==> src/rtl/bin_to_bcd_feeder.sv <==
// Binary-to-BCD converter that loads an 8-digit display serializer.
// Latency: 28 cycles from accepted start to data/lockdata, then lockdata held LOCK_HOLD cycles.
// Backpressure: none queued; start is only sampled while idle, busy flags when it is ignored.
//
// Ports:
//   clk, rst        clock (rising edge) and asynchronous active-high reset
//   start, bin      conversion request and 27-bit unsigned value, captured together
//   data            packed BCD, digit 7 in [31:28], held stable until the next load
//   lockdata        serializer load strobe, high for LOCK_HOLD cycles after each load
//   busy            high whenever a request is in progress
//   ovf             last accepted value exceeded 99999999 (data shows 99999999)
//
// Optional macro LEADING_ZERO_BLANK_EN: leading zero digits (never digit 0) are
// loaded as 4'hF, the serializer's blank code. Timing is identical either way.
module bin_to_bcd_feeder #(
   parameter int LOCK_HOLD = 5
) (
   input  logic        clk,
   input  logic        rst,
   input  logic        start,
   input  logic [26:0] bin,
   output logic [31:0] data,
   output logic        lockdata,
   output logic        busy,
   output logic        ovf
);

   typedef enum logic [1:0] {
      IDLE = 2'd0,
      CONV = 2'd1,
      LOAD = 2'd2,
      HOLD = 2'd3
   } state_t;

   state_t      state, state_nxt;
   logic [26:0] work;       // binary bits still to be shifted in, MSB first
   logic [31:0] acc;        // BCD accumulator
   logic [31:0] acc_adj;    // accumulator after the add-3 correction
   logic [31:0] load_val;   // value presented to data at LOAD
   logic [4:0]  iter_cnt;
   logic [3:0]  hold_cnt;
   logic        ovf_pend;   // overflow decision made on the captured value

   // Per-digit add-3 correction applied before each shift.
   always_comb begin
      acc_adj = acc;
      for (int i = 0; i < 8; i++) begin
         if (acc[4*i +: 4] >= 4'd5)
            acc_adj[4*i +: 4] = acc[4*i +: 4] + 4'd3;
      end
   end

`ifdef LEADING_ZERO_BLANK_EN
   logic lead;
   // Blank zeros above the most significant nonzero digit; digit 0 always shows.
   always_comb begin
      load_val = acc;
      lead     = 1'b1;
      for (int i = 7; i >= 1; i--) begin
         if (lead && (acc[4*i +: 4] == 4'd0))
            load_val[4*i +: 4] = 4'hF;
         else
            lead = 1'b0;
      end
   end
`else
   always_comb begin
      load_val = acc;
   end
`endif

   always_ff @(posedge clk or posedge rst) begin
      if (rst)
         state <= IDLE;
      else
         state <= state_nxt;
   end

   always_comb begin
      state_nxt = state;
      case (state)
         IDLE: if (start) state_nxt = CONV;
         CONV: if (iter_cnt == 5'd26) state_nxt = LOAD;
         LOAD: state_nxt = HOLD;
         HOLD: if (hold_cnt == 4'(LOCK_HOLD - 1)) state_nxt = IDLE;
         default: state_nxt = IDLE;
      endcase
   end

   always_ff @(posedge clk or posedge rst) begin
      if (rst) begin
         work     <= '0;
         acc      <= '0;
         iter_cnt <= '0;
         hold_cnt <= '0;
         ovf_pend <= 1'b0;
         data     <= '0;
         ovf      <= 1'b0;
      end else begin
         case (state)
            IDLE: begin
               if (start) begin
                  work     <= bin;
                  acc      <= '0;
                  iter_cnt <= '0;
                  ovf_pend <= (bin > 27'd99999999);
               end
            end
            CONV: begin
               {acc, work} <= {acc_adj[30:0], work, 1'b0};
               iter_cnt    <= iter_cnt + 5'd1;
            end
            LOAD: begin
               // Overflow display is fixed and bypasses blanking.
               data     <= ovf_pend ? 32'h99999999 : load_val;
               ovf      <= ovf_pend;
               hold_cnt <= '0;
            end
            HOLD: begin
               hold_cnt <= hold_cnt + 4'd1;
            end
            default: ;
         endcase
      end
   end

   // Both strobes are pure decodes of the state register, so reset clears them at once.
   assign lockdata = (state == HOLD);
   assign busy     = (state != IDLE);

endmodule

==> config.mk <==
export PLATFORM = sky130hd
export DESIGN_NAME = bin_to_bcd_feeder
export DESIGN_NICKNAME = d
export VERILOG_FILES = /design/src/rtl/bin_to_bcd_feeder.sv
export SDC_FILE = /design/constraint.sdc
export NUM_CORES = 1
export LEC_CHECK = 0
export BUFFER_PORTS_ARGS = -buffer_cell sky130_fd_sc_hd__buf_2
export CORE_MARGIN = 4
export CORE_UTILIZATION = 52
export CTS_CLUSTER_SIZE = 28
export DETAILED_ROUTE_END_ITERATION = 7
export PLACE_DENSITY_LB_ADDON = 0.2
export SLEW_MARGIN = 25
export SYNTH_ARGS = -nofsm -noshare
export SYNTH_HDL_FRONTEND = slang
export SYNTH_SLANG_ARGS = --single-unit
==> constraint.sdc <==
create_clock -name clk -period 3.4 [get_ports clk]
set_clock_uncertainty 0.2 [all_clocks]
set_input_delay 0.51 -clock clk [delete_from_list [all_inputs] [get_ports clk]]
set_output_delay 0.51 -clock clk [all_outputs]
set_load 0.01 [all_outputs]
# [After elaboration in Yosys (flattened, before gate mapping)]
# Index checks and enable logic that the tools add are counted.
[classes] n_addsub=10 order_cmp=9 eq_ne=8 muxes=20 reduce_logical=7
[op_table] op="2-to-1 mux 32 bit" n=2
[op_table] op="case mux 32 bit (2 select lines)" n=1
[op_table] op="case mux 27 bit (2 select lines)" n=1
[op_table] op="greater-or-equal comparator 4 x 3 -> 1 bit, second input constant" n=8
[op_table] op="adder 4 x 2 -> 4 bit, second input constant" n=7
[op_table] op="2-to-1 mux 4 bit" n=7
[op_table] op="> comparator 27 bit, second input constant" n=1
[op_table] op="2-to-1 mux 27 bit" n=1
[op_table] op="case mux 5 bit (2 select lines)" n=1
[op_table] op="case mux 2 bit (4 select lines)" n=1
[op_table] op="case mux 4 bit (2 select lines)" n=1
[op_table] op="2-to-1 mux 2 bit" n=3
[op_table] op="nonzero test 2 bit" n=3
[op_table] op="adder 5 x 1 -> 5 bit, second input constant" n=1
[op_table] op="== test 5 bit, second input constant" n=1
[op_table] op="2-to-1 mux 5 bit" n=1
[op_table] op="adder 4 x 1 -> 4 bit, second input constant" n=1
[op_table] op="== test 2 bit, second input constant" n=2
[op_table] op="== test 4 x 3 -> 1 bit, second input constant" n=1
[op_table] op="!= test 2 bit, second input constant" n=2
[op_table] op="AND reduction 2 bit" n=2
[op_table] op="adder 3 x 2 -> 3 bit, second input constant" n=1
[op_table] op="2-to-1 mux 3 bit" n=1
[op_table] op="AND reduction 3 bit" n=1
[op_table] op="other kinds (3)" n=3
[totals] ff_bits=104 input_bits=30 out_inout_bits=35

# [Logic depth before layout (Yosys ltp)]
[depth] depth_word=3 ltp_mapped=8 ltp_nobuf=6

# [Worst setup path after synthesis]
# OpenSTA, ideal clock, no wires.
[synth_timing] path_kind="register -> register" start="register state[0]" end="register acc[12]" setup_ns=0.101 t_arrival_ns=1.476 required_ns=3.099 setup_slack_ns=1.623 path_stages_with_launch=7 synth_period_minus_slack_ns=1.777 path_cell_list="dfrtp_1 inv_1 ha_1 mux2_4 buf_6 buf_4 o32ai_1"
[synth_via] elab_chain_cells=3 word_cells_on_any_way=6 cone_classes="2 x eq/ne; 1 x mux; 3 x reduce/logical"
[synth_rtl] item="start: declaration" line_no="35" text="state_t state, state_nxt;"
[synth_rtl] item="start signal: assignment" line_no="76" text="state <= state_nxt;"
[synth_rtl] item="== test 2 x 1 -> 1 bit or zero test 2 bit (tied branches)" line_no="100" text="case (state)"
[synth_rtl] item="nonzero test 2 bit (no line) or != test 2 bit (tied branches)"
[synth_rtl] item="AND reduction 2 bit (no line)"
[synth_rtl] item="end signal: assignment" line_no="110" text="{acc, work} <= {acc_adj[30:0], work, 1'b0};"
[synth_rtl] item="end: declaration" line_no="37" text="logic [31:0] acc;"
# Several ways; a longest one is shown, not always the timed one.
# A chain may end at the register's enable or synchronous reset.

# [Final worst setup path]
[layout_timing] start="register state[0]" end="register acc[31]"
# Same word-level chain as after synthesis.

==> qor.csv <==
stage,metric,value,unit
run_status,outcome,"finished, final reports clean",
synth,synthArstFlopShare,1.00,
drt,wl_per_cell,15.2,um
drt,dr.first_iter.drc_count,234,
synth,synth_ff_type,dfrtp_1,
clocking,clk_pin_slew,100,ps
sta,whs,92.8,ps
sta,tns,0,ps
global_route,grt.total_usage,0.194,
die,io-pin-count,65,
clocking,cts_tree,yes,
synth,synth_cells,501,
synth,synth_mux_area_frac,0.0707,
synth,yosysSeqAreaShare,0.512,
die,fp.dieW,107,um
clocking,cts_root_buffer,clkbuf_8,
synth,netlist_area,5080,um2
finish,layout_commonest_cell,dfrtp_1,
finish,stdcell_count,686,
synth,yosys.area_share.adder,0.0591,
die,floorplan.initialDensity,0.542,
sta,rsz0062_at_grt,false,
place,pre_cts_slack,1080,ps
finish,diodes,0,
synth,synth_compound_area_frac,0.159,
synth,ys.warnings.count,0,
clocking,cts-hold-fix-buffers,0,
place,portBuffers,64,
clocking,cts_buffer_depth,2,
drt,post_drt_via_cell_ratio,5.47,
die,dieHeight,107,um
flow_run,drv_cap,0,
sta,setup_slack,1060,ps
min_path,hold_path_class,primary input to async pin,
sta,period_share,0.688,
place,place_hpwl,6850,um
synth,synthXorXnorAreaFrac,0.0276,
synth,syn_nets,555,
clocking,cts_setup_buffers,0,
finish,nets,607,
sta,post-route-min-period,2340,ps
global_route,grt_pass1_wl,18000,um
power_and_ir_drop,p_leak,2.54,nW
synth,synth-edff-count,0,
worst_setup_path,start_kind,flip-flop,
drt,ant_nets,0,
sta,final_hold_viol_count,0,
drt,drtPass1Iterations,4,
sta,max_slew_margin,0.471,
sta,max_freq,427,MHz
finish,num-fill-cells,801,
finish,postLayoutCoreUtil,0.604,
die,rows,35,
drt,drc_errors,0,
synth,synth_top_family_by_area,compound AO/OA/AOI/OAI gates,
worst_setup_path,crit_required,3450,ps
synth,synth.distinct_cells,38,
finish,final-seq-area,2600,um2
worst_setup_path,crit_arrival,2390,ps
global_route,overflow,0,
clocking,cts_sinks,104,
clocking,htree_levels,3,
clocking,clk_latency,360,ps
global_route,grt_max_degree,105,
clocking,cts_resized,0,
clocking,numCtsBuffers,9,
sta,slew_viol_final,0,
die,core,9370,um2
power_and_ir_drop,p_per_area,977,nW/um2
worst_setup_path,cp_max_fo,79,
power_and_ir_drop,vdd_drop_max,388,uV
finish,drive_gt1_frac,0.178,
drt,vias,3752,
finish,area_growth_syn_to_layout,11.4,%
synth,yosys.area_share.simple,0.107,
worst_setup_path,crit_path_end_kind,flip-flop,
synth,ys_ff_latch,104,
place,gp_congestion,0.816,
finish,mostFrequentLayoutCells,"104 x dfrtp_1, 64 x nor2_1, 64 x buf_2",
worst_setup_path,worst-setup-path-type,flip-flop to flip-flop,
global_route,grt_antenna_before_repair,0,
global_route,grt_pass1_vias,3782,
sta,worst_slew_pin_slew,793,ps
die,dieArea,11400,um2
finish,multi_input_area,2160,um2
place,place_inst,671,
drt,wl,10400,um
sta,setup_viol,0,
synth,syn_area_per_cell,10.1,um2
## cell usage after synthesis (4+ instances only)
cell      count  area share
o32ai_1       4      0.0069
o21ai_0      12       0.012
nor2_1       64       0.047
o311ai_0      4      0.0069
dfrtp_1     104        0.51
o31ai_1       9       0.013
xnor2_1       9       0.016
o22ai_1      27       0.033
a22o_2        4      0.0079
nand3_1       7      0.0069
a21oi_1      56       0.055
xor2_1        7       0.012
inv_1        39       0.029
buf_6         4      0.0089
ha_1         24       0.059
nand4_1       4      0.0049
mux2i_1      31       0.061
a32o_1        8       0.016
nor3b_1       4      0.0059
buf_2         9      0.0089
clkbuf_1      9      0.0066
nand2_1      31       0.023
nand2b_1      9       0.011
## stage by stage
step	cell area [um2]	total power, mW
after CTS	5660	5.57
after detailed placement	5460	4.76
after global routing	5660	6.02
after floorplan	5090	4.14
after global placement	5460	4.63
final	5660	5.53
## layout make-up
| type | instances | area share |
|---|---|---|
| clock buffers | 11 | 0.0267 |
| clock inverters | 4 | 0.00950 |
| inverters | 39 | 0.0265 |
| multi-input cells | 328 | 0.381 |
| flip-flops and latches | 104 | 0.460 |
| well taps | 129 | 0.0285 |
| repair buffers | 71 | 0.0681 |
## cell families (layout without fill, tap and decap cells)
| group | count (synthesis) | count (layout) |
|---|---|---|
| adder cells (fa/ha/maj) | 24 | 24 |
| AO/OA/AOI/OAI | 129 | 129 |
| flip-flops | 104 | 104 |
| multiplexers | 35 | 35 |
| AND/OR/NAND/NOR | 124 | 124 |
| XOR/XNOR | 16 | 16 |
| buffers and inverters | 69 | 125 |
## metal layers
metal | wire [um] | share of wire | track usage
met5 | 0 | 0 | 0
met1 | 4890 | 0.47 | 0.277
met3 | 502 | 0.048 | 0.0325
met4 | 232 | 0.022 | 0.0676
met2 | 4770 | 0.46 | 0.301
## registers in the layout (all words and copies together) (netlist names)
name,flops
acc,32
data,32
hold_cnt,4
iter_cnt,5
ovf,1
ovf_pend,1
state,2
work,27
## worst paths after layout
path                                from          end  slack (ps)  cells past startpoint
worst max-delay path            state[0]      acc[31]        1060                      5
worst min-delay path                 rst  hold_cnt[3]          90                      3
worst max register to register  state[0]      acc[31]        1060                      5
worst min register to register       ovf          ovf         310                      1
max in group asynchronous            rst      data[0]        2490                      3
min in group clk                  bin[0]      work[0]         200                      2
## power breakdown
group | switching [mW] | leakage (nW) | internal, mW | total, mW
Clock | 0.422 | 0.0976 | 0.378 | 0.800
Sequential | 0.434 | 1.29 | 1.78 | 2.22
Combinational | 1.48 | 1.15 | 1.03 | 2.51
Total | 2.34 | 2.54 | 3.19 | 5.53
## critical path, cell delays in order, from the launching register on
cell and delay, ps:
dfrtp_1 420, inv_1 120, ha_1 310, mux2_4 720
o31ai_1 190, a32o_1 240
Note: power is estimated with default switching activity, not from simulation.
